--- config.mk ---
export PLATFORM = sky130hd
export DESIGN_NAME = mem_req_arbiter
export DESIGN_NICKNAME = d
export VERILOG_FILES = /design/src/rtl/mem_req_arbiter.sv
export SDC_FILE = /design/constraint.sdc
export NUM_CORES = 1
export LEC_CHECK = 0
export ABC_CLOCK_PERIOD_IN_PS = 1700
export CAP_MARGIN = 20
export CORE_UTILIZATION = 43
export CTS_BUF_LIST = sky130_fd_sc_hd__clkbuf_8
export DETAILED_ROUTE_END_ITERATION = 6
export PLACE_DENSITY = 0.91
export SLEW_MARGIN = 10
export SYNTH_ARGS = -nofsm -noshare
export SYNTH_HDL_FRONTEND = slang
export SYNTH_SLANG_ARGS = --single-unit
--- constraint.sdc ---
create_clock -name clock -period 1.7 [get_ports clock]
set_input_delay 0.34 -clock clock [delete_from_list [all_inputs] [get_ports clock]]
set_output_delay 0.34 -clock clock [all_outputs]
set_load 0.01 [all_outputs]
--- src/rtl/mem_req_arbiter.sv ---
// Two-port round-robin request arbiter feeding a single memory interface.
// In-flight reads are tagged in a pipeline and returned to their issuing port.
module mem_req_arbiter #(
    parameter int unsigned CORE         = 0,
    parameter int unsigned DATA_WIDTH   = 32,
    parameter int unsigned ADDRESS_BITS = 20,
    parameter int unsigned READ_LATENCY = 1
) (
    input  logic                    clock,
    input  logic                    reset,

    input  logic                    p0_read,
    input  logic                    p0_write,
    input  logic [ADDRESS_BITS-1:0] p0_address,
    input  logic [DATA_WIDTH-1:0]   p0_in_data,
    output logic                    p0_ready,
    output logic                    p0_valid,
    output logic [DATA_WIDTH-1:0]   p0_out_data,
    output logic [ADDRESS_BITS-1:0] p0_out_addr,

    input  logic                    p1_read,
    input  logic                    p1_write,
    input  logic [ADDRESS_BITS-1:0] p1_address,
    input  logic [DATA_WIDTH-1:0]   p1_in_data,
    output logic                    p1_ready,
    output logic                    p1_valid,
    output logic [DATA_WIDTH-1:0]   p1_out_data,
    output logic [ADDRESS_BITS-1:0] p1_out_addr,

    output logic                    mem_read,
    output logic                    mem_write,
    output logic [ADDRESS_BITS-1:0] mem_address,
    output logic [DATA_WIDTH-1:0]   mem_in_data,
    input  logic [DATA_WIDTH-1:0]   mem_out_data,

    input  logic                    report
);

    localparam int unsigned STAGES = READ_LATENCY + 1;

    if (READ_LATENCY < 1 || READ_LATENCY > 4) begin : g_bad_latency
        $error("mem_req_arbiter: READ_LATENCY %0d outside legal range 1..4", READ_LATENCY);
    end

    typedef struct packed {
        logic                    valid;
        logic                    port;
        logic [ADDRESS_BITS-1:0] address;
    } rsp_tag_t;

    logic                    req0;
    logic                    req1;
    logic                    grant0;
    logic                    grant1;
    logic                    last_grant;
    logic                    sel_read;
    logic                    sel_write;
    logic [ADDRESS_BITS-1:0] sel_address;
    logic [DATA_WIDTH-1:0]   sel_data;
    rsp_tag_t [STAGES-1:0]   pipe;
    rsp_tag_t                tail;

    // Round-robin: on contention the port that did not win last time is granted.
    always_comb begin
        req0   = p0_read | p0_write;
        req1   = p1_read | p1_write;
        grant0 = req0 & (~req1 | last_grant);
        grant1 = req1 & (~req0 | ~last_grant);
    end

    assign p0_ready = grant0;
    assign p1_ready = grant1;

    // Granted request payload; a simultaneous read+write strobe is a write.
    always_comb begin
        sel_read    = 1'b0;
        sel_write   = 1'b0;
        sel_address = '0;
        sel_data    = '0;
        if (grant0) begin
            sel_write   = p0_write;
            sel_read    = p0_read & ~p0_write;
            sel_address = p0_address;
            sel_data    = p0_in_data;
        end else if (grant1) begin
            sel_write   = p1_write;
            sel_read    = p1_read & ~p1_write;
            sel_address = p1_address;
            sel_data    = p1_in_data;
        end
    end

    always_ff @(posedge clock or negedge reset) begin
        if (!reset) begin
            mem_read    <= 1'b0;
            mem_write   <= 1'b0;
            mem_address <= '0;
            mem_in_data <= '0;
            last_grant  <= 1'b1;
        end else begin
            mem_read    <= sel_read;
            mem_write   <= sel_write;
            mem_address <= sel_address;
            mem_in_data <= sel_data;
            if (grant0 | grant1) begin
                last_grant <= grant1;
            end
        end
    end

    // Stage 0 is loaded alongside the issue register; the tail lines up with mem_out_data.
    always_ff @(posedge clock or negedge reset) begin
        if (!reset) begin
            pipe <= '0;
        end else begin
            pipe[0] <= '{valid: sel_read, port: grant1, address: sel_address};
            for (int unsigned i = 1; i < STAGES; i++) begin
                pipe[i] <= pipe[i-1];
            end
        end
    end

    assign tail = pipe[STAGES-1];

    always_ff @(posedge clock or negedge reset) begin
        if (!reset) begin
            p0_valid    <= 1'b0;
            p0_out_data <= '0;
            p0_out_addr <= '0;
            p1_valid    <= 1'b0;
            p1_out_data <= '0;
            p1_out_addr <= '0;
        end else begin
            p0_valid <= tail.valid & ~tail.port;
            p1_valid <= tail.valid & tail.port;
            if (tail.valid && !tail.port) begin
                p0_out_data <= mem_out_data;
                p0_out_addr <= tail.address;
            end
            if (tail.valid && tail.port) begin
                p1_out_data <= mem_out_data;
                p1_out_addr <= tail.address;
            end
        end
    end

`ifndef SYNTHESIS
    logic [31:0]       report_cycle;
    logic [STAGES-1:0] pipe_valid;

    always_comb begin
        pipe_valid = '0;
        for (int unsigned i = 0; i < STAGES; i++) begin
            pipe_valid[i] = pipe[i].valid;
        end
    end

    always_ff @(posedge clock or negedge reset) begin
        if (!reset) begin
            report_cycle <= '0;
        end else begin
            report_cycle <= report_cycle + 32'd1;
        end
    end

    always_ff @(posedge clock) begin
        if (report) begin
            $display("core %0d cycle %0d grant %b%b rd %b wr %b addr %h wdata %h occupancy %0d",
                     CORE, report_cycle, grant1, grant0, mem_read, mem_write,
                     mem_address, mem_in_data, $countones(pipe_valid));
        end
    end
`endif

endmodule

==> results of run 1 <==
## final timing paths
kind / from / endpoint / slack (ns)
max: last_grant / p1_ready / -0.0005
min: pipe[20] / pipe[42] / 0.37
max reg2reg: last_grant / pipe[13] / 0.14
min reg2reg: pipe[20] / pipe[42] / 0.37
max in group asynchronous: reset / p1_out_addr[3] / 0.73
min in group asynchronous: reset / p1_out_data[3] / 0.39
## critical path: cells and delay by family, from the launching register on
kind | cells | cell delay [ns]
flops | 1 | 0.58
simple gates | 1 | 0.13
buf+inv | 1 | 0.12
compound gates | 1 | 0.08
## area by class of cell
class	instances	area, um^2
timing repair buffer	325	3080
antenna	1	2.50
multi-input combinational	171	1740
tap	188	235
clock buffer	21	289
fill	1078	5020
inverter	1	3.75
clock inverter	10	168
sequential	184	4610
## registers in the layout, summed over array words and instances (netlist names), 20 cells and up
register     flops
pipe            44
mem_in_data     32
p1_out_addr     20
p1_out_data     32
p0_out_data     32
p0_out_addr     20
## layer usage
layer,up-vias,global-route usage
li1,2008,-
met1,2209,0.250
met2,224,0.367
met3,45,0.0557
met4,0,0.118
met5,-,0
## synth_stat cells, drive strengths merged
master,count,area [um^2]
o21ai,1,5.00
nand2,2,7.51
nor2,4,15.0
o21a,1,7.51
dfrtp,183,4580
o22ai,1,6.26
mux2,104,1170
nand2b,1,6.26
a21oi,1,5.00
buf,43,353
o22a,1,8.76
dfstp,1,26.3
inv,1,3.75
nor2b,2,12.5
a22o,52,455
o31a,1,8.76
## stage by stage
stage | setup TNS (ns) | total power (W)
after detailed placement | -16.87 | 0.0115
after global placement | -14.38 | 0.0113
after floorplan | 0 | 0.00822
final | -0.000479 | 0.0137
after CTS | -0.0338 | 0.0139
after global routing | -0.0758 | 0.0144
## kinds of logic (layout without fill, tap and decap cells)
group | after synthesis | count (layout) | synth area share
flip-flops | 184 | 184 | 0.690
multiplexers | 104 | 104 | 0.176
AO/OA/AOI/OAI | 58 | 58 | 0.0745
AND/OR/NAND/NOR | 9 | 9 | 0.00619
other | 0 | 1 | 0
buffers and inverters | 44 | 357 | 0.0535
## power groups by stage
| stage | sequential [W] | combinational [W] | clock [W] |
|---|---|---|---|
| 3_3_place_gp | 0.00635 | 0.00491 | 0 |
| 5_1_grt | 0.00646 | 0.00446 | 0.00351 |
| 2_1_floorplan | 0.00686 | 0.00136 | 0 |
| 6_report | 0.00629 | 0.00418 | 0.00323 |
| 4_1_cts | 0.00631 | 0.00426 | 0.00332 |
| 3_5_place_dp | 0.00643 | 0.00507 | 0 |
## layout by cell type, fill, tap and decap left out, drive strengths merged
cell type | synthesis | final
nor2b | 2 | 2
dlymetal6s2s | 0 | 7
clkbuf | 0 | 21
inv | 1 | 3
dlygate4sd3 | 0 | 1
a21oi | 1 | 1
bufinv | 0 | 4
o22a | 1 | 1
dfstp | 1 | 1
mux2 | 104 | 104
dlygate4sd2 | 0 | 153
nand2b | 1 | 1
o21ai | 1 | 1
o22ai | 1 | 1
clkdlybuf4s50 | 0 | 140
o31a | 1 | 1
buf | 43 | 24
dfrtp | 183 | 183
nand2 | 2 | 2
o21a | 1 | 1
diode | 0 | 1
nor2 | 4 | 4
a22o | 52 | 52
clkinv | 0 | 4
## repair_timing
action	CTS	global route
hold buffers	1	0
setup endpoints to repair	155	9
resized for setup	167	7
buffers inserted	1	0
pin swaps	1	1
endpoints found under the hold margin	30	0
==> PnR_summary.wiki, run 1 <==
{| class="wikitable"
! Metric !! Value
|-
| Outcome || finished with violations
|-
| Failing checks || negative setup slack
|-
| Layout-stage area growth over the synthesis result || 51.8%
|-
| Core region area || between 0.015 and 0.02 mm^2
|-
| Synth Cell Area || between 0.006 and 0.007 mm^2
|-
| Cell area after placement || 0.00981 mm^2
|-
| Total clock buffers created by CTS || 17
|-
| Synthesized net count || around 540
|-
| Total via count in the routed design || approximately 4500
|-
| Highest Clock Rate || around 600 MHz
|-
| Cell total after placement || 867
|-
| Critical path required time || between 1 and 1.5 ns
|-
| Wire length on met2 || 8340 um
|-
| Count of nets left with antenna violations after detail routing || 0
|-
| Clock network power share || 0.236
|-
| Pre-CTS setup slack || -0.425 ns
|-
| Post-route fraction of the period consumed by the critical path || 1.00
|-
| Worst Hold Depth || 0
|-
| Uppermost signal routing layer after detailed routing || met4
|-
| Avg Inst Size Synth || approximately 17 um^2
|-
| Top-level I/O count || ~300
|-
| Delay of the slowest cell on the worst path || just under 0.6 ns
|-
| Number of input and output port buffers inserted || roughly 300
|-
| Length of the first detailed-routing pass in iterations || 4
|-
| Number of different library cells in the post-synthesis netlist || 18
|-
| Logic depth of the worst register-to-register path || 3
|-
| Clock transition at the registers of the reported paths || 0.09 ns
|-
| Comb power frac || 0.305
|-
| Met1 layer wirelength in the final routing || 6520 um
|-
| Synth warnings || 0
|-
| Critical path capture point type || primary output
|-
| Die span in x || between 100 and 150 um
|-
| Post-layout net count || 843
|-
| Power Dens Cells || 1350 mW/mm^2
|-
| Tightest hold margin || 0.370 ns
|-
| Post-detailed-route wirelength per cell || approximately 18 um
|-
| CP Max Fanout || 4
|-
| Number of antenna violations at the first check in global routing || 1
|-
| Worst path cell trace || o21ai_2 -> nor2b_4 -> buf_6
|-
| Total Wirelength || 16500 um
|-
| Core Rows || 45
|-
| Clock network latency to the later pin of the worst-skew pair || approximately 0.45 ns
|-
| Period minus WS final || ~1.7 ns
|-
| Total setup violations reported at the end of the flow || 1
|-
| Post-DP HPWL || 12300 um
|-
| Remaining global-route overflow || 0
|-
| CP Launch Type || flop
|-
| Area of all placed cells without fillers || between 0.01 and 0.015 mm^2
|-
| Number of pins exceeding their max-slew limit in the final report || 0
|-
| Final-report hold violation count || 0
|-
| Starting density of the core || 0.440
|-
| Initial DRC count || approximately 160
|-
| Switching pwr || ~0.0040 W
|-
| H-tree depth reported by CTS || 4
|-
| Int Pwr || about 0.0097 W
|-
| Via count of the first global-routing pass || between 4000 and 5000
|-
| Vias per std cell || ~5
|-
| Final routed DRC violation total || 0
|-
| Register bit total from synthesis || approximately 180
|-
| RSZ-0062 raised after global routing || true
|-
| Slowest library cell on the worst path || sky130_fd_sc_hd__dfstp_2
|-
| Global-route wire length before repair || 25700 um
|-
| DIE AREA || 0.0160 mm^2
|-
| Met3 Routed Length || 1040 um
|-
| Total routing usage reported by global routing || 0.216
|-
| Share of total power in sequential cells || 0.459
|-
| CTS tree || done
|-
| Die Height || around 130 um
|-
| Relative slew margins || 0.635
|-
| Cell count after synthesis || ~400
|-
| Sw Ratio || 0.294
|-
| Smallest setup slack after layout || -0.000479 ns
|-
| Leakage Power || approximately 4.8 nW
|-
| Ratio of cells with drive above 1 in the final layout || 0.0857
|-
| Worst path arrival time || about 1.4 ns
|-
| Final cell count without fillers || about 900
|-
| Clock tree root buffer cell || sky130_fd_sc_hd__clkbuf_8
|-
| Largest vdd supply drop || 0.606 mV
|-
| Number of clock sinks || roughly 180
|-
| Setup clock skew after layout || 0.00985 ns
|-
| Max-cap violations || 0
|-
| Final Core Density || 0.669
|-
| Register area share after synthesis || 0.690
|-
| Kind of critical path || flop to primary output
|-
| Maximum clock insertion buffer count || 2
|-
| RePlAce Congestion || a little under 0.9
|-
| Largest net degree at the start of global routing || 54
|-
| Hold Crit Class || flop to flop
|-
| Transition time at the pin with the least slew margin || roughly 0.55 ns
|}
No activity file was read; power rests on OpenSTA's default activity.
==> run 2, diff against run 1 <==
--- a/config.mk
+++ b/config.mk
@@ -5,12 +5,12 @@
 export SDC_FILE = /design/constraint.sdc
 export NUM_CORES = 1
 export LEC_CHECK = 0
-export ABC_CLOCK_PERIOD_IN_PS = 1700
+export ABC_CLOCK_PERIOD_IN_PS = 2170
 export CAP_MARGIN = 20
-export CORE_UTILIZATION = 43
+export CORE_UTILIZATION = 45
 export CTS_BUF_LIST = sky130_fd_sc_hd__clkbuf_8
 export DETAILED_ROUTE_END_ITERATION = 6
-export PLACE_DENSITY = 0.91
+export PLACE_DENSITY = 0.94
 export SLEW_MARGIN = 10
 export SYNTH_ARGS = -nofsm -noshare
 export SYNTH_HDL_FRONTEND = slang
==> constraint.sdc (replaced) <==
create_clock -name clock -period 2.17 [get_ports clock]
set_input_delay 0.434 -clock clock [delete_from_list [all_inputs] [get_ports clock]]
set_output_delay 0.434 -clock clock [all_outputs]
set_load 0.01 [all_outputs]
==> run 2 against run 1 <==
  * The flow now finishes without violations
  * Critical endpoint unchanged
  * Sequential share of layout area fell by 0.38 points
  * Non-clock buffer count fell by 4
  * Register-to-register slack improved by 0.44 ns
  * Sequential power fell by 21%
  * Global-route usage rose by 1.9 points
==> PnR_summary.wiki, run 2 (same netlist as run 1, synthesis figures left out) <==
{| class="wikitable"
! Metric !! Value
|-
| Number of clock sinks || roughly 180
|-
| Number of antenna violations at the first check in global routing || 0
|-
| DIE AREA || around 0.015 mm^2
|-
| Total routing usage reported by global routing || 0.234
|-
| Cell count along the critical path || 4
|-
| Count of nets left with antenna violations after detail routing || 0
|-
| Layout-stage area growth over the synthesis result || 53.1%
|-
| Top-level I/O count || around 300
|-
| Post-detailed-route wirelength per cell || about 19 um
|-
| Relative slew margins || 0.633
|-
| Post-layout net count || 839
|-
| Slowest library cell on the worst path || sky130_fd_sc_hd__clkdlybuf4s50_1
|-
| Highest Clock Rate || 490 MHz
|-
| Clock network latency to the later pin of the worst-skew pair || between 0.4 and 0.5 ns
|-
| Final routed DRC violation total || 0
|-
| Vias per std cell || a little over 5
|-
| CP Max Fanout || 2
|-
| Delay of the slowest cell on the worst path || between 0.4 and 0.5 ns
|-
| Logic depth of the worst register-to-register path || 3
|-
| Total via count in the routed design || ~4500
|-
| Power Dens Cells || 1110 mW/mm^2
|-
| Kind of critical path || primary input to primary output
|-
| Worst path arrival time || roughly 1.6 ns
|-
| Global-route wire length before repair || ~26000 um
|-
| Outcome || completed
|-
| Length of the first detailed-routing pass in iterations || 4
|-
| Wire length on met2 || ~9000 um
|-
| Core Rows || 44
|-
| Post-CTS setup repair buffer count || 0
|-
| Critical path required time || 1.74 ns
|-
| Flip-flop count of the largest register after layout || 44
|-
| Die Height || roughly 120 um
|-
| Uppermost signal routing layer after detailed routing || met4
|-
| Leakage Power || around 4.4 nW
|-
| Largest vdd supply drop || approximately 0.52 mV
|-
| Hold Crit Class || flop to flop
|-
| Area of all placed cells without fillers || roughly 0.010 mm^2
|-
| Starting density of the core || 0.461
|-
| Worst Hold Depth || 0
|-
| Cell area after placement || between 0.009 and 0.01 mm^2
|-
| Final-report hold violation count || 0
|-
| Area taken by multi-input logic gates || roughly 0.0017 mm^2
|-
| RePlAce Congestion || slightly below 0.8
|-
| Total Wirelength || 17400 um
|-
| Die span in x || 124 um
|-
| Pre-CTS setup slack || -0.156 ns
|-
| RSZ-0062 raised after global routing || false
|-
| Post-route fraction of the period consumed by the critical path || 0.941
|-
| Met3 Routed Length || 1380 um
|-
| Fill cells || just over 900
|-
| Via count of the first global-routing pass || 4919
|-
| Post-DP HPWL || between 10000 and 15000 um
|-
| Largest net degree at the start of global routing || between 50 and 60
|-
| Most common cell after layout, fill and taps aside || sky130_fd_sc_hd__clkdlybuf4s50_1
|-
| Total setup violations reported at the end of the flow || 0
|-
| CTS tree || done
|-
| Number of pins exceeding their max-slew limit in the final report || 0
|-
| Total clock buffers created by CTS || 17
|-
| CP Launch Type || primary input
|-
| Met1 layer wirelength in the final routing || between 6000 and 7000 um
|-
| Count of buffering cells on the critical path with inverters included || 2
|-
| Setup clock skew after layout || about 0.014 ns
|-
| Power consumption || about 0.011 W
|-
| Max-cap violations || 0
|-
| Tightest hold margin || about 0.35 ns
|-
| Worst path cell trace || clkdlybuf4s50_1 -> o21ai_1 -> nor2b_4 -> dlygate4sd2_1
|-
| Clock tree root buffer cell || sky130_fd_sc_hd__clkbuf_8
|-
| H-tree depth reported by CTS || 4
|-
| Clock transition at the registers of the reported paths || approximately 0.10 ns
|-
| Initial DRC count || 207
|-
| Critical path capture point type || primary output
|-
| Ratio of cells with drive above 1 in the final layout || 0.0763
|-
| Core region area || around 0.014 mm^2
|-
| Remaining global-route overflow || 0
|-
| Transition time at the pin with the least slew margin || between 0.5 and 0.6 ns
|-
| Number of input and output port buffers inserted || a little over 300
|-
| Period minus WS final || 2.04 ns
|-
| Maximum clock insertion buffer count || 2
|-
| Highest-count cells in the layout ignoring fill and taps || sky130_fd_sc_hd__clkdlybuf4s50_1, sky130_fd_sc_hd__dfrtp_1, sky130_fd_sc_hd__mux2_1, sky130_fd_sc_hd__a22o_1, sky130_fd_sc_hd__clkbuf_8
|-
| FF+latch area || approximately 0.0046 mm^2
|-
| Largest reg by FF count || pipe
|-
| Kind of cell adding the most delay to the critical path || buffers and inverters
|-
| Smallest setup slack after layout || roughly 0.13 ns
|}
[run 2: cell count changes in the layout (fill, tap and decap cells not counted), moves of 3 or more]
cell                              delta
sky130_fd_sc_hd__dlymetal6s2s_1      -6
sky130_fd_sc_hd__clkdlybuf4s50_1   +160
sky130_fd_sc_hd__dlygate4sd2_1     -152
sky130_fd_sc_hd__clkbuf_8            -3
sky130_fd_sc_hd__buf_6               -3
[run 2: final timing paths]
check	from	to	slack [ns]
worst max-delay path	p0_read	p1_ready	0.13
worst min-delay path	pipe[20]	pipe[42]	0.35
worst max register to register	last_grant	pipe[0]	0.58
worst min register to register	pipe[20]	pipe[42]	0.35
max in group asynchronous	reset	mem_in_data[21]	1.02
min in group asynchronous	reset	p0_out_data[24]	0.52
[run 2: routing by layer]
metal,vias to the layer above,global-route usage
li1,1998,-
met1,2262,0.250
met2,220,0.416
met3,36,0.0783
met4,0,0.109
met5,-,0
[run 2: final cells by class]
| class | instances | share of cell area |
|---|---|---|
| clock inverters | 14 | 0.0197 |
| inverters | 1 | 0.000368 |
| repair buffers | 321 | 0.313 |
| diodes | 2 | 0.000490 |
| well taps | 184 | 0.0225 |
| clock buffers | 17 | 0.0229 |
| flip-flops and latches | 184 | 0.451 |
| multi-input cells | 171 | 0.169 |
[run 2: worst reg2reg max path, cell delays in order (launching register included)]
cell and delay [ns]:
sky130_fd_sc_hd__dfstp_2 0.58, sky130_fd_sc_hd__o22a_2 0.20, sky130_fd_sc_hd__buf_4 0.47, sky130_fd_sc_hd__a22o_1 0.26
[run 2: timing repair]
item / 4_1_cts / 5_1_grt
endpoints found under the hold margin: 47 / 0
hold buffers: 1 / 0
resized for setup: 2 / 1
pin swaps: 1 / 0
endpoints found under the setup margin: 2 / 1
[run 2: through the flow]
step           utilization  TNS [ns]  std cells
4_1_cts              0.705   -0.0931        892
3_3_place_gp         0.674    -0.282        860
5_1_grt              0.705         0        892
3_5_place_dp         0.674    -0.288        860
2_1_floorplan            -         0        399
6_report             0.705         0        894
[run 2: where the power goes]
part	leakage [nW]	switching [W]	total, W	internal (W)
Sequential	2.20	0.000515	0.00495	0.00444
Clock	0.217	0.00121	0.00247	0.00126
Combinational	1.98	0.00153	0.00394	0.00240
Total	4.40	0.00326	0.0114	0.00810
==> run 3, diff against run 2 <==
--- a/config.mk
+++ b/config.mk
@@ -5,13 +5,13 @@
 export SDC_FILE = /design/constraint.sdc
 export NUM_CORES = 1
 export LEC_CHECK = 0
-export ABC_CLOCK_PERIOD_IN_PS = 2170
+export ABC_CLOCK_PERIOD_IN_PS = 2600
 export CAP_MARGIN = 20
+export CORE_MARGIN = 2
 export CORE_UTILIZATION = 45
 export CTS_BUF_LIST = sky130_fd_sc_hd__clkbuf_8
 export DETAILED_ROUTE_END_ITERATION = 6
 export PLACE_DENSITY = 0.94
-export SLEW_MARGIN = 10
 export SYNTH_ARGS = -nofsm -noshare
 export SYNTH_HDL_FRONTEND = slang
 export SYNTH_SLANG_ARGS = --single-unit
==> constraint.sdc (replaced) <==
create_clock -name clock -period 2.6 [get_ports clock]
set_input_delay 0.52 -clock clock [delete_from_list [all_inputs] [get_ports clock]]
set_output_delay 0.52 -clock clock [all_outputs]
set_load 0.01 [all_outputs]
==> run 3 against run 2 <==
  * Combinational power shrank 17%
  * Clock power shrank 24%
  * Core utilization shrank 0.59 points
  * Power shrank 18%
  * Setup slack lost 0.025 ns
  * Worst hold slack lost 0.31 ns
  * Final cell count shrank 0.45%
  * Routed wire length shrank 1.3%
  * Clock-buffer cell count is the same
  * Non-clock buffer count shrank 4
  * Cell area shrank 0.47%
  * Critical endpoint unchanged
  * Largest cell class unchanged
  * Highest routed layer unchanged
==> PnR_summary.wiki, run 3 (same netlist as run 1, synthesis figures left out) <==
{| class="wikitable"
! Metric !! Value
|-
| Outcome || completed
|-
| Smallest setup slack after layout || 0.103 ns
|-
| Register-to-register setup slack || between 1 and 1.5 ns
|-
| Number of input and output port buffers inserted || around 300
|-
| Wire length on met2 || 8830 um
|-
| Highest Clock Rate || between 400 and 500 MHz
|-
| Layout-stage area growth over the synthesis result || 52.3%
|-
| Number of clock sinks || ~180
|-
| Total setup violations reported at the end of the flow || 0
|-
| Most used cell, CP || sky130_fd_sc_hd__clkdlybuf4s50_1
|-
| Number of antenna violations at the first check in global routing || 1
|-
| Kind of critical path || primary input to primary output
|-
| Post-DP HPWL || around 13000 um
|-
| Highest-count cells in the layout ignoring fill and taps || sky130_fd_sc_hd__clkdlybuf4s50_1, sky130_fd_sc_hd__dfrtp_1, sky130_fd_sc_hd__mux2_1, sky130_fd_sc_hd__a22o_1, sky130_fd_sc_hd__clkbuf_8
|-
| Clock tree root buffer cell || sky130_fd_sc_hd__clkbuf_8
|-
| Core region area || about 0.015 mm^2
|-
| Largest vdd supply drop || ~0.39 mV
|-
| Maximum clock insertion buffer count || 2
|-
| Top-level I/O count || slightly above 300
|-
| Final routed DRC violation total || 0
|-
| Kind of cell adding the most delay to the critical path || buffers and inverters
|-
| Length of the first detailed-routing pass in iterations || 4
|-
| Max-cap violations || 0
|-
| Total via count in the routed design || roughly 4500
|-
| Tightest hold margin || between 0.04 and 0.05 ns
|-
| Post-layout net count || roughly 840
|-
| Count of buffering cells on the critical path with inverters included || 2
|-
| Delay of the slowest cell on the worst path || 0.56 ns
|-
| Global-route wire length before repair || roughly 27000 um
|-
| Ratio of cells with drive above 1 in the final layout || 0.0752
|-
| Number of pins exceeding their max-slew limit in the final report || 0
|-
| Count of nets left with antenna violations after detail routing || 0
|-
| Total clock buffers created by CTS || 17
|-
| Uppermost signal routing layer after detailed routing || met4
|-
| Flip-flop count of the largest register after layout || 44
|-
| Hold Crit Class || primary input to async pin
|-
| Critical path capture point type || primary output
|-
| Logic depth of the worst register-to-register path || 3
|-
| Vias per std cell || about 5
|-
| CTS tree || done
|-
| Post-route fraction of the period consumed by the critical path || 0.960
|-
| Remaining global-route overflow || 0
|-
| Core Rows || 44
|-
| Met1 layer wirelength in the final routing || around 6400 um
|-
| H-tree depth reported by CTS || 4
|-
| Reg-to-Reg End || pipe[6]
|-
| Final-report hold violation count || 0
|-
| Transition time at the pin with the least slew margin || between 0.5 and 0.6 ns
|-
| RePlAce Congestion || 0.847
|-
| Worst path arrival time || roughly 2 ns
|-
| Clock transition at the registers of the reported paths || about 0.1 ns
|-
| Total Wirelength || between 15000 and 20000 um
|-
| Critical path required time || 2.08 ns
|-
| Starting density of the core || 0.459
|-
| Slowest library cell on the worst path || sky130_fd_sc_hd__clkdlybuf4s50_1
|-
| Initial DRC count || 200
|-
| Via count of the first global-routing pass || 4903
|-
| CP Launch Type || primary input
|-
| DIE AREA || 0.0158 mm^2
|-
| Die Height || 126 um
|-
| Setup clock skew after layout || approximately 0.018 ns
|-
| Met3 Routed Length || 1290 um
|-
| RSZ-0062 raised after global routing || false
|-
| Power Dens Cells || between 900 and 1000 mW/mm^2
|-
| Leakage Power || 4.37 nW
|-
| Relative slew margins || 0.634
|-
| Worst path cell trace || clkdlybuf4s50_1 -> o21ai_2 -> nor2b_4 -> clkdlybuf4s50_1
|-
| Largest net degree at the start of global routing || 59
|-
| Startpoint of the worst-slack reg-to-reg timing path || last_grant
|-
| Post-detailed-route wirelength per cell || approximately 19 um
|-
| Largest reg by FF count || pipe
|-
| Clock network latency to the later pin of the worst-skew pair || 0.45 ns
|-
| Total routing usage reported by global routing || 0.218
|-
| Pre-CTS setup slack || 0.0592 ns
|-
| Fill cells || 899
|-
| Most common cell after layout, fill and taps aside || sky130_fd_sc_hd__clkdlybuf4s50_1
|-
| Sum of negative setup slack || 0 ns
|-
| Die span in x || about 130 um
|-
| Period minus WS final || about 2.5 ns
|-
| CP Max Fanout || 4
|}
-- run 3: changes by cell type in the layout (fill, tap and decap cells not counted), moves of 2 or more --
cell | previous run | this run
sky130_fd_sc_hd__bufinv_16 | 4 | 1
sky130_fd_sc_hd__buf_12 | 2 | 5
sky130_fd_sc_hd__inv_6 | 0 | 5
sky130_fd_sc_hd__clkinv_4 | 4 | 2
sky130_fd_sc_hd__clkdlybuf4s50_1 | 300 | 302
sky130_fd_sc_hd__buf_4 | 15 | 9
sky130_fd_sc_hd__inv_8 | 2 | 4
-- run 3: worst max path at each step --
stage                        start        to  cells past startpoint
after global placement    p0_write  p1_ready                      4
after floorplan           p0_write  p1_ready                      4
after CTS                 p0_write  p1_ready                      4
after detailed placement  p0_write  p1_ready                      4
after global routing      p0_write  p1_ready                      4
final                     p0_write  p1_ready                      4
-- run 3: timing repair --
action,CTS,global route
setup buffers,0,0
setup endpoints to repair,0,1
gates resized for setup,0,1
hold buffers,0,0
-- run 3: stage by stage --
stage                     total power [W]   util  cells  instance area (um^2)
final                             0.00931  0.699    890                 10200
after floorplan                   0.00538      -    399                  6670
after global placement            0.00737  0.672    857                  9770
after CTS                         0.00941  0.699    889                 10200
after global routing              0.00977  0.699    890                 10200
after detailed placement          0.00753  0.672    857                  9770
-- run 3: power by group --
part,internal (W),switching [W],total (W),leakage [nW]
Clock,0.000799,0.00108,0.00188,0.199
Sequential,0.00370,0.000441,0.00414,2.20
Combinational,0.00202,0.00127,0.00328,1.97
-- run 3: layout make-up --
type	count	area, um^2	area share
well taps	184	230	0.0227
inverters	1	3.75	0.000369
clock inverters	15	154	0.0151
repair buffers	317	3200	0.315
clock buffers	17	234	0.0230
multi-input cells	171	1730	0.170
flip-flops and latches	184	4610	0.453
diodes	1	2.50	0.000246
-- run 3: metal layers --
layer | GRT usage | vias up
li1 | - | 1991
met1 | 0.254 | 2199
met2 | 0.379 | 242
met3 | 0.0599 | 36
met4 | 0.100 | 0
met5 | 0 | -
